`src/rtl/cla_pkg.sv`:
```
// Shared helpers for the pipelined carry-lookahead adder: segment/group sizing
// and the per-stage control payload that travels down the pipe.
package cla_pkg;

  function automatic int seg_width(input int width, input int stages);
    return width / stages;
  endfunction

  function automatic int n_groups(input int seg, input int block);
    return seg / block;
  endfunction

  function automatic int clog2_f(input int value);
    int r;
    r = 0;
    while ((1 << r) < value) r++;
    return r;
  endfunction

  // Operands and partial sums have stage-dependent widths, so only the
  // fixed-width control part is a shared type.
  typedef struct packed {
    logic valid;
    logic carry;
  } stage_ctrl_t;

endpackage

```
`src/rtl/cla_block.sv`:
```
// Combinational BLOCK-bit carry-lookahead group: sum, carry-out and the
// group propagate/generate terms for use by the enclosing carry chain.
module cla_block #(
  parameter int BLOCK = 4
) (
  input  logic [BLOCK-1:0] a_i,
  input  logic [BLOCK-1:0] b_i,
  input  logic             c_i,
  output logic [BLOCK-1:0] sum_o,
  output logic             c_o,
  output logic             p_o,
  output logic             g_o
);

  logic [BLOCK-1:0] g, p, gg, pp;
  logic [BLOCK:0]   c;

  assign g = a_i & b_i;
  assign p = a_i | b_i;

  // Prefix G/P over bits [i:0] so each carry sees c_i through a single AND-OR.
  always_comb begin
    gg    = '0;
    pp    = '0;
    c     = '0;
    gg[0] = g[0];
    pp[0] = p[0];
    for (int i = 1; i < BLOCK; i++) begin
      gg[i] = g[i] | (p[i] & gg[i-1]);
      pp[i] = p[i] & pp[i-1];
    end
    c[0] = c_i;
    for (int i = 0; i < BLOCK; i++) begin
      c[i+1] = gg[i] | (pp[i] & c_i);
    end
  end

  assign sum_o = a_i ^ b_i ^ c[BLOCK-1:0];
  assign c_o   = c[BLOCK];
  assign p_o   = pp[BLOCK-1];
  assign g_o   = gg[BLOCK-1];

endmodule

```
`src/rtl/cla_adder_pipelined.sv`:
```
// Pipelined carry-lookahead adder/subtractor: one WIDTH/STAGES segment per
// stage, registered carry between stages, lock-step valid/ready advance.
module cla_adder_pipelined
  import cla_pkg::*;
#(
  parameter int WIDTH  = 32,
  parameter int STAGES = 4,
  parameter int BLOCK  = 4
) (
  input  logic             i_clk,
  input  logic             i_rst,
  input  logic             i_valid,
  output logic             o_ready,
  input  logic [WIDTH-1:0] i_add1,
  input  logic [WIDTH-1:0] i_add2,
  input  logic             i_cin,
  input  logic             i_sub,
  output logic             o_valid,
  input  logic             i_ready,
  output logic [WIDTH:0]   o_result,
  output logic             o_overflow
);

  localparam int SEG  = seg_width(WIDTH, STAGES);
  localparam int NGRP = n_groups(SEG, BLOCK);

  if (WIDTH < 2 || (WIDTH % STAGES) != 0 || (SEG % BLOCK) != 0) begin : g_bad_params
    $error("cla_adder_pipelined: WIDTH must split into STAGES segments of whole BLOCK groups");
  end

  logic adv;

  for (genvar gi = 0; gi < STAGES; gi++) begin : g_stage
    localparam int W_IN = WIDTH - gi * SEG;

    logic [W_IN-1:0]       in_a, in_b;
    stage_ctrl_t           in_ctrl, ctrl_d, ctrl_q;
    logic [SEG-1:0]        seg_sum;
    logic [NGRP:0]         gc;
    logic [NGRP-1:0]       grp_p, grp_g;
    logic [(gi+1)*SEG-1:0] sum_d, sum_q;

    // Subtraction folds into the operands at entry; later stages only add.
    if (gi == 0) begin : g_src
      assign in_a    = i_add1;
      assign in_b    = i_sub ? ~i_add2 : i_add2;
      assign in_ctrl = '{valid: i_valid, carry: i_sub | i_cin};
      assign sum_d   = seg_sum;
    end else begin : g_src
      assign in_a    = g_stage[gi-1].g_hi.a_hi_q;
      assign in_b    = g_stage[gi-1].g_hi.b_hi_q;
      assign in_ctrl = g_stage[gi-1].ctrl_q;
      assign sum_d   = {seg_sum, g_stage[gi-1].sum_q};
    end

    assign gc[0] = in_ctrl.carry;

    for (genvar gj = 0; gj < NGRP; gj++) begin : g_grp
      cla_block #(.BLOCK(BLOCK)) u_blk (
        .a_i  (in_a[gj*BLOCK +: BLOCK]),
        .b_i  (in_b[gj*BLOCK +: BLOCK]),
        .c_i  (gc[gj]),
        .sum_o(seg_sum[gj*BLOCK +: BLOCK]),
        .c_o  (gc[gj+1]),
        .p_o  (grp_p[gj]),
        .g_o  (grp_g[gj])
      );

      // Group carry-out must agree with the group's own P/G terms.
      a_grp_carry: assert property (@(posedge i_clk)
        gc[gj+1] == (grp_g[gj] | (grp_p[gj] & gc[gj])));
    end

    assign ctrl_d = '{valid: in_ctrl.valid, carry: gc[NGRP]};

    always_ff @(posedge i_clk) begin
      if (i_rst) begin
        ctrl_q <= '0;
        sum_q  <= '0;
      end else if (adv) begin
        ctrl_q <= ctrl_d;
        sum_q  <= sum_d;
      end
    end

    if (gi < STAGES - 1) begin : g_hi
      logic [W_IN-SEG-1:0] a_hi_q, b_hi_q;

      always_ff @(posedge i_clk) begin
        if (i_rst) begin
          a_hi_q <= '0;
          b_hi_q <= '0;
        end else if (adv) begin
          a_hi_q <= in_a[W_IN-1:SEG];
          b_hi_q <= in_b[W_IN-1:SEG];
        end
      end
    end else begin : g_out
      logic msb_cin;
      logic ovf_q;

      // Carry into the sign bit, recovered from its sum bit.
      assign msb_cin = seg_sum[SEG-1] ^ in_a[SEG-1] ^ in_b[SEG-1];

      always_ff @(posedge i_clk) begin
        if (i_rst) begin
          ovf_q <= 1'b0;
        end else if (adv) begin
          ovf_q <= msb_cin ^ gc[NGRP];
        end
      end
    end
  end

  assign adv        = !g_stage[STAGES-1].ctrl_q.valid || i_ready;
  assign o_ready    = adv;
  assign o_valid    = g_stage[STAGES-1].ctrl_q.valid;
  assign o_result   = {g_stage[STAGES-1].ctrl_q.carry, g_stage[STAGES-1].sum_q};
  assign o_overflow = g_stage[STAGES-1].g_out.ovf_q;

endmodule

```
`config.mk`:
```
export PLATFORM = sky130hd
export DESIGN_NAME = cla_adder_pipelined
export DESIGN_NICKNAME = d
export VERILOG_FILES = /design/src/rtl/cla_pkg.sv /design/src/rtl/cla_block.sv /design/src/rtl/cla_adder_pipelined.sv
export SDC_FILE = /design/constraint.sdc
export NUM_CORES = 1
export LEC_CHECK = 0
export CAP_MARGIN = 30
export CORE_ASPECT_RATIO = 0.7
export CORE_MARGIN = 2
export CORE_UTILIZATION = 31
export DETAILED_ROUTE_END_ITERATION = 6
export GPL_ROUTABILITY_DRIVEN = 0
export GPL_TIMING_DRIVEN = 1
export RECOVER_POWER = 100
export REMOVE_ABC_BUFFERS = 1
export SLEW_MARGIN = 30
export SYNTH_ARGS = -nofsm -noshare
export SYNTH_HDL_FRONTEND = slang
export SYNTH_SLANG_ARGS = --single-unit
```
`constraint.sdc`:
```
create_clock -name i_clk -period 3.1 [get_ports i_clk]
set_input_delay 0.62 -clock i_clk [delete_from_list [all_inputs] [get_ports i_clk]]
set_output_delay 0.62 -clock i_clk [all_outputs]
set_load 0.02 [all_outputs]
```
# Yosys cells after proc, flatten, opt, wreduce, memory -nomap -nowiden
# Index checks and enable logic that the tools add are counted.
dict set report totals {
  elab_cells 195
  ff_bits 185
  output_inout_bits 36
}
dict set report op_classes {
  n_reduce_logical 2
  bitwise 173
  n_mux 1
}
# operator count
set ops {}
lappend ops {{$and 1x1->1} 80}
lappend ops {{$xor 4x4->4} 16}
lappend ops {{$or 1x1->1} 57}
lappend ops {{$and 4x4->4} 8}
lappend ops {{$mux 32} 1}
lappend ops {{$not 32->32} 1}
lappend ops {{$or 4x4->4} 8}
lappend ops {{$xor 1x1->1} 3}
lappend ops {{$logic_not 1->1} 1}
lappend ops {{$logic_or 1x1->1} 1}

# Logic depth before layout (Yosys ltp)
# Gate-level depths: netlist of run 1.
dict set report depth {
  ltp_word 14
  mapped_depth 12
}

# Modules after synthesis
# From an unflattened synthesis of run 1, not the netlist that was laid out.
dict set report unflattened {
  cells_unflattened 1090
  hier_area_um2 8944.8
}
# mod instances cells_each area_each_um2
set by_module_without_submodules {}
lappend by_module_without_submodules {cla_adder_pipelined 1 818 6872.8}
lappend by_module_without_submodules {cla_block 8 34 259.0}

# Least setup slack after synthesis of run 1
# No wires, ideal clock.
dict set report synth_timing {
  path_kind {input -> register}
  start {input port i_sub}
  end {register g_stage[0].sum_q[5]}
  path_buffers 2
  t_arrival_ns 2.675
  path_slack_ns 0.355
  path_stages 12
  cell_sequence {buf_4 buf_2 xor2_1 inv_1 ha_1 o21bai_1 a21oi_1 o31a_1 fa_1 xnor2_1 nand2_1 a21oi_1}
}
dict set report synth_via {
  elab_chain_len 12
  word_cells_on_any_way 21
  cone_classes {1 x mux; 20 x bitwise}
}
# item line
set synth_rtl {}
lappend synth_rtl {{start: declaration} cla_adder_pipelined.sv:17} ;# input logic i_sub,
lappend synth_rtl {{$mux 32} cla_adder_pipelined.sv:46} ;# assign in_b = i_sub ? ~i_add2 : i_add2;
lappend synth_rtl {{$or 4x4->4 or $and 4x4->4 (tied branches)} {cla_block.sv:19, cla_block.sv:18}}
lappend synth_rtl {{$and 1x1->1} cla_block.sv:29} ;# gg[i] = g[i] | (p[i] & gg[i-1]);
lappend synth_rtl {{$or 1x1->1} cla_block.sv:29}
lappend synth_rtl {{$and 1x1->1} cla_block.sv:29}
lappend synth_rtl {{$or 1x1->1} cla_block.sv:29}
lappend synth_rtl {{$and 1x1->1} cla_block.sv:29}
lappend synth_rtl {{$or 1x1->1} cla_block.sv:29}
lappend synth_rtl {{$or 1x1->1} cla_block.sv:34} ;# c[i+1] = gg[i] | (pp[i] & c_i);
lappend synth_rtl {{$and 1x1->1} cla_block.sv:34}
lappend synth_rtl {{$or 1x1->1} cla_block.sv:34}
lappend synth_rtl {{$xor 4x4->4 *} cla_block.sv:38} ;# assign sum_o = a_i ^ b_i ^ c[BLOCK-1:0];
lappend synth_rtl {{end signal: assignment} cla_adder_pipelined.sv:82} ;# sum_q <= sum_d;
lappend synth_rtl {{end: declaration} cla_adder_pipelined.sv:41} ;# logic [(gi+1)*SEG-1:0] sum_d, sum_q;
# Every way passes the cells marked *; elsewhere a longest branch is shown, timed or not.
# A chain may end at the register's enable or synchronous reset.

# Worst setup path in the final report of run 1
dict set report layout_timing {
  start {input port i_ready}
  end {output port o_ready}
}
dict set report layout_via {
  elab_chain_len 1
}
# item line
set layout_rtl {}
lappend layout_rtl {{start: declaration} cla_adder_pipelined.sv:19} ;# input logic i_ready,
lappend layout_rtl {{$logic_or 1x1->1} cla_adder_pipelined.sv:115} ;# assign adv = !g_stage[STAGES-1].ctrl_q.valid || i_ready;
lappend layout_rtl {{end: declaration} cla_adder_pipelined.sv:13} ;# output logic o_ready,
# No other way between the ends.

==> impl_results.md, run 1 <==
* Status: finished clean
* Required time of the critical path at 2480 ps
* Worst-path maximum fanout at 4
* Syn Area/Cell at 8.11 um^2
* Met3 WL at 1310 um
* Chip width at 202 um
* Grt ovf at 0
* WL met1 at 9600 um
* PwrDens at 524 nW/um^2
* DRC viols at 0
* Max VDD drop at 284 uV
* Area growth from synthesis to layout at 22.6%
* DR vias at 6,722
* Layout cells sized above 1 at 0.0491
* Root buf cell: clkbuf_16
* Die span in y at 143 um
* Routed WL at 19,000 um
* Vias in the first global route at 6,326
* Fmax at 375 MHz
* Synth Register Bits at 185
* Cell area after synthesis at 8550 um^2
* RSZ-0062 raised after global routing: no
* Routed vias/inst at 4.47
* FILL cells at 2,801
* Primary FF master, synth: dfxtp_1
* WS Path Type: input port to output pin
* Port Buffers at 105
* CP startpoint kind: input port
* Final ANT Viol Nets at 0
* Synth warnings at 0
* Design area at 10,500 um^2
* Cells after synthesis at 1,054
* Area after DPL at 9940 um^2
* Rel. slew slack at 0.284
* Final setup vio count at 0
* Clk_skew at 12.7 ps
* Fin. Hold Viols at 0
* Clock sinks at 185
* Clock latency on the worst-skew pair at 440 ps
* Starting Density at 0.318
* Hold EP: g_stage[3].sum_q[3]$_SDFFE_PP0P_
* Critical R2R Capture: g_stage[1].sum_q[15]$_SDFFE_PP0P_
* Post-layout util at 0.390
* Crit. End Element: output pin
* Cell row count at 50
* First-pass GRT wire length at 31,500 um
* # nets final at 1,269
* CTS max path bufs at 2
* Slew at the pin with the worst max-slew slack at 1070 ps
* Post-layout min period at 2670 ps
* Final Max Tran Viols at 0
* Largest net degree at the start of global routing at 99
* Most frequent cells in the layout: nand2_1 (277), dfxtp_1 (185), a21oi_1 (150), inv_1 (81), clkdlybuf4s50_1 (66)
* RR Startpoint: o_valid$_SDFFE_PP0P_
* Hold Slack at 446 ps
* Flop-to-flop setup slack at 710 ps
* Leakage at 0.00428 uW
* Post-CTS Resized at 0
* Final Power at 5490 uW
* Crit. Startpoint: i_ready
* Die area at 28,900 um^2
* Core area at 26,900 um^2
* Crit share post-route at 0.861
* Routed WL per cell at 12.6 um
* Worst hold-check path type: register to register
* Num CTS Buffers at 17
* Worst R2R Path Depth at 5
* Hold depth at 2
* HPWL after detailed placement at 12,700 um
* I/O pin total at 106
* Sequential share of the synthesized area at 0.433
* GR Util All Layers at 0.136
* H-Tree Depth at 4
* Drt first pass iters at 4
* DRT iter0 DRCs at 326
* Post-synth EDFFs at 0
* Initial antenna violation count at 3
* FFs w/ async S/R, synth at 0
* Max cap viols at 0
* CP Data Arrival Time at 2050 ps
* Met2 WL post-DR at 7930 um
* Cts hold-fix bufs at 0
* Max Used Layer: met5
* Commonest non-fill, non-tap cell in the layout: nand2_1
* Post-CTS setup repair buffer count at 0
* CTS clock-pin slew for the worst setup and hold paths at 70 ps
* Post-synth cell types at 43
* CTS tree: built
* Hold Crit Start: g_stage[3].sum_q[3]$_SDFFE_PP0P_
==> per-stage QoR <==
stage,worst slack (ps),std cells,TNS (ps)
after floorplan,-8920,988,-1474530
after global placement,164,1472,0
after detailed placement,135,1472,0
after CTS,442,1504,0
after global routing,250,1504,0
final,430,1505,0
==> worst max-delay path, cell delays in order <==
cell             delay, ps
clkdlybuf4s50_1        440
nor2b_4                250
inv_6                   70
dlygate4sd3_1          660
==> worst max-delay path by stage <==
| stage | endpoint | slack, ps | depth (start not counted) |
|---|---|---|---|
| finish | o_ready | 430 | 4 |
| detailed placement | g_stage[0].sum_q[5]$_SDFFE_PP0P_ | 130 | 11 |
| CTS | o_ready | 440 | 4 |
| global route | g_stage[1].sum_q[15]$_SDFFE_PP0P_ | 250 | 6 |
| global placement | g_stage[0].sum_q[5]$_SDFFE_PP0P_ | 160 | 11 |
| floorplan | o_overflow$_SDFFE_PP0P_ | -8920 | 6 |
==> Yosys cell counts, types with 2 or more instances <==
cell,n,area share
a211oi_1,33,0.029
a21oi_1,150,0.088
a21oi_2,2,0.0020
a31oi_1,3,0.0022
and3_1,3,0.0022
and4_1,2,0.0020
buf_1,4,0.0018
buf_2,16,0.0094
clkbuf_1,45,0.020
dfxtp_1,185,0.43
fa_1,8,0.019
ha_1,64,0.094
inv_1,81,0.036
mux2i_1,2,0.0023
nand2_1,277,0.12
nand2b_1,4,0.0029
nand3_1,12,0.0070
nor2_1,47,0.021
nor2b_1,4,0.0029
nor3_1,8,0.0047
nor4_1,2,0.0015
o21ai_0,13,0.0076
o21ba_2,2,0.0023
o21bai_1,5,0.0044
o31a_1,4,0.0041
or3_1,5,0.0037
or4_1,6,0.0053
or4bb_1,2,0.0026
xnor2_1,33,0.034
xor2_1,19,0.019
==> layout make-up <==
class | count | area (um^2) | area share
clock buffers | 20 | 447 | 0.0426
well taps | 364 | 455 | 0.0435
flip-flops and latches | 185 | 3700 | 0.353
repair buffers | 120 | 1160 | 0.110
inverters | 82 | 313 | 0.0298
multi-input cells | 721 | 4260 | 0.407
diodes | 1 | 2.50 | 0.000239
clock inverters | 12 | 141 | 0.0135
==> report_power, final <==
part	total (uW)	switching [uW]	internal, uW
clock network	2200	977	1220
logic	661	338	323
registers	2630	87.1	2540
total	5490	1400	4080
==> kinds of logic (layout without fill, tap and decap cells) <==
| logic type | count (synthesis) | after routing | synth area share |
|---|---|---|---|
| flip-flops | 185 | 185 | 0.433 |
| XOR/XNOR | 52 | 52 | 0.0533 |
| multiplexers | 3 | 3 | 0.00366 |
| adder cells (fa/ha/maj) | 72 | 72 | 0.112 |
| buffers and inverters | 148 | 234 | 0.0678 |
| AND/OR/NAND/NOR | 375 | 375 | 0.181 |
| other | 0 | 1 | 0 |
| AO/OA/AOI/OAI | 219 | 219 | 0.149 |
==> metal layers <==
| layer | GRT usage | up-vias |
|---|---|---|
| li1 | - | 3560 |
| met1 | 0.182 | 3041 |
| met2 | 0.204 | 103 |
| met3 | 0.0543 | 14 |
| met4 | 0.0323 | 4 |
| met5 | 0 | - |
==> sequential cells by signal, summed over array words and instances (netlist names) <==
register / cells
o_result: 1
g_stage.g_hi.a_hi_q: 48
g_stage.g_hi.b_hi_q: 48
o_valid: 1
g_stage.ctrl_q: 6
o_overflow: 1
g_stage.sum_q: 80
No activity file was read; power rests on OpenSTA's default activity.
==> inputs of run 2 (changes only) <==
--- a/config.mk
+++ b/config.mk
@@ -10,6 +10,7 @@
 export CORE_MARGIN = 2
 export CORE_UTILIZATION = 31
 export DETAILED_ROUTE_END_ITERATION = 6
+export DONT_BUFFER_PORTS = 1
 export GPL_ROUTABILITY_DRIVEN = 0
 export GPL_TIMING_DRIVEN = 1
 export RECOVER_POWER = 100
==> run 2 against run 1 <==
Net effect: non-clock buffer count shrank 113; die area unchanged; sequential cell count unchanged; clock power is 3% lower; worst setup slack improved by 110 ps; critical endpoint unchanged; maximum frequency rose by 4.2%; power decreased by 4.4%; largest power group unchanged; register-to-register slack gained 140 ps.
==> impl_results.md, run 2 (same netlist as run 1, synthesis figures left out) <==
* Status: finished clean (unchanged)
* Final ANT Viol Nets at 0 (unchanged)
* First-pass GRT wire length at 30,900 um (was 31,500 um)
* Clock sinks at 185 (unchanged)
* Max incr delay on CP at 530 ps (was 660 ps)
* Biggest regs: g_stage.sum_q: 80 flops, g_stage.g_hi.a_hi_q: 48 flops, g_stage.g_hi.b_hi_q: 48 flops (unchanged)
* CTS tree: built (unchanged)
* Vias in the first global route at 6,054 (was 6,326)
* Commonest non-fill, non-tap cell in the layout: nand2_1 (unchanged)
* Cts hold-fix bufs at 0 (unchanged)
* Crit share post-route at 0.826 (was 0.861)
* DR vias at 6,331 (was 6,722)
* Slew at the pin with the worst max-slew slack at 583 ps (was 1070 ps)
* Fmax at 390 MHz (was 375 MHz)
* CP startpoint kind: register (was input port)
* Starting Density at 0.318 (unchanged)
* PwrDens at 560 nW/um^2 (was 524 nW/um^2)
* Post-layout util at 0.348 (was 0.390)
* Max cap viols at 0 (unchanged)
* DRC viols at 0 (unchanged)
* Clock latency on the worst-skew pair at 440 ps (about the same)
* RSZ-0062 raised after global routing: no (unchanged)
* Rel. slew slack at 0.610 (was 0.284)
* CP Data Arrival Time at 1940 ps (was 2050 ps)
* Routed WL at 18,600 um (was 19,000 um)
* Core area at 26,900 um^2 (unchanged)
* Post-CTS setup repair buffer count at 0 (unchanged)
* CTS clock-pin slew for the worst setup and hold paths at 70 ps (about the same)
* Hold Slack at 273 ps (was 446 ps)
* Most frequent cells in the layout: nand2_1 (277), dfxtp_1 (185), a21oi_1 (152), inv_1 (81), ha_1 (64) (was nand2_1 (277), dfxtp_1 (185), a21oi_1 (150), inv_1 (81), clkdlybuf4s50_1 (66))
* Worst R2R Path Depth at 5 (unchanged)
* HPWL after detailed placement at 11,900 um (was 12,700 um)
* Max FFs per register at 80 (unchanged)
* Fin. Hold Viols at 0 (unchanged)
* Root buf cell: clkbuf_16 (unchanged)
* DRT iter0 DRCs at 289 (was 326)
* GR Util All Layers at 0.133 (was 0.136)
* Die span in y at 143 um (unchanged)
* Final setup vio count at 0 (unchanged)
* Leakage at 0.00373 uW (was 0.00428 uW)
* # nets final at 1,156 (was 1,269)
* Crit. End Element: output pin (unchanged)
* Die area at 28,900 um^2 (unchanged)
* Worst path bufs/invs at 2 (was 3)
* Num CTS Buffers at 17 (unchanged)
* Routed vias/inst at 4.55 (was 4.47)
* RR Startpoint: o_valid$_SDFFE_PP0P_ (unchanged)
* Grt ovf at 0 (unchanged)
* Crit. Startpoint: o_valid$_SDFFE_PP0P_ (was i_ready)
* Port Buffers at 0 (was 105)
* I/O pin total at 106 (unchanged)
* Layout cells sized above 1 at 0.0419 (was 0.0491)
* Clk_skew at 11.9 ps (was 12.7 ps)
* Critical R2R Capture: g_stage[0].g_hi.b_hi_q[3]$_SDFFE_PP0P_ (was g_stage[1].sum_q[15]$_SDFFE_PP0P_)
* CTS max path bufs at 2 (unchanged)
* Worst hold-check path type: input port to register (was register to register)
* Slowest stage cell, crit path: nor2b_1 (was dlygate4sd3_1)
* Area growth from synthesis to layout at 9.56% (was 22.6%)
* Delay-heaviest family, CP: simple AND/OR/NAND/NOR gates (was buffers and inverters)
* Cell row count at 50 (unchanged)
* H-Tree Depth at 4 (unchanged)
* Largest reg by FF count: g_stage.sum_q (unchanged)
* Cells along the critical path: nor2b_1 > inv_6 > buf_4 (was clkdlybuf4s50_1 > nor2b_4 > inv_6 > dlygate4sd3_1)
* Drt first pass iters at 4 (unchanged)
* Routed WL per cell at 13.3 um (was 12.6 um)
* Chip width at 202 um (unchanged)
* Crit path to: o_ready (unchanged)
* Flop-to-flop setup slack at 850 ps (was 710 ps)
* Worst-path maximum fanout at 42 (was 4)
* WS Path Type: register to output pin (was input port to output pin)
* Required time of the critical path at 2480 ps (about the same)
* Post-CTS Resized at 0 (unchanged)
* Initial antenna violation count at 0 (was 3)
* WP depth at 3 (was 4)
* Diodes inserted at 0 (was 1)
* Setup TNS Final at 0 ps (unchanged)
* Largest net degree at the start of global routing at 184 (was 99)
* Final Max Tran Viols at 0 (unchanged)
* Max VDD drop at 331 uV (was 284 uV)
* Post-layout min period at 2560 ps (was 2670 ps)
## run 2: cell count changes in the layout (fill, tap and decap cells not counted), sizes merged
cell / previous run / this run
clkinvlp: 2 / 4
diode: 1 / 0
buf: 13 / 7
inv: 86 / 89
clkdlybuf4s50: 66 / 0
clkbuf: 24 / 17
dlygate4sd3: 37 / 0
bufinv: 2 / 1
clkinv: 4 / 3
## run 2: worst min path at each step
stage	start	to	slack, ps	cells past startpoint
2_1_floorplan	g_stage[0].ctrl_q[1]$_SDFFE_PP0P_	g_stage[0].ctrl_q[1]$_SDFFE_PP0P_	430	2
3_3_place_gp	g_stage[0].g_hi.a_hi_q[19]$_SDFFE_PP0P_	g_stage[0].g_hi.a_hi_q[19]$_SDFFE_PP0P_	430	2
3_5_place_dp	g_stage[1].g_hi.a_hi_q[12]$_SDFFE_PP0P_	g_stage[1].g_hi.a_hi_q[12]$_SDFFE_PP0P_	440	2
4_1_cts	i_rst	g_stage[3].sum_q[10]$_SDFFE_PP0P_	240	1
5_1_grt	i_rst	g_stage[3].sum_q[10]$_SDFFE_PP0P_	230	1
6_report	i_rst	g_stage[3].sum_q[10]$_SDFFE_PP0P_	270	1
## run 2: per-layer routing
metal  track usage  vias up  share of wire
li1              -     3332              -
met1         0.178     2882           0.51
met2         0.196      103           0.41
met3        0.0557       14          0.071
met4        0.0342        0          0.012
met5             0        -              0
## run 2: through the flow
stage / cells / total power [uW] / cell area (um^2) / worst slack [ps]
after CTS: 1391 / 5330 / 9400 / 812
after detailed placement: 1359 / 3170 / 8840 / 533
after global routing: 1391 / 5550 / 9370 / 402
after floorplan: 988 / 3060 / 8280 / -8920
final: 1391 / 5250 / 9370 / 538
after global placement: 1359 / 3150 / 8840 / 584
## run 2: where the power goes
part           switching [uW]  internal [uW]  leakage [uW]  total, uW
logic                     235            219       0.00194        454
clock network            1010           1130      0.000271       2140
registers                 115           2540       0.00152       2650
total                    1360           3880       0.00373       5250
## run 2: final cells by class
type | instances | area, um^2
Fill cell | 2877 | 17500
Multi-Input combinational cell | 721 | 4240
Sequential cell | 185 | 3700
Tap cell | 364 | 455
Clock buffer | 17 | 425
Inverter | 82 | 313
Clock inverter | 15 | 141
Timing Repair Buffer | 7 | 90.1
## run 2: worst reg2reg max path: stages, from the launching register on
cell and delay [ps]:
dfxtp_1 450, nor2b_1 530, buf_12 370, buf_4 460, nor2_1 110, a211oi_1 240
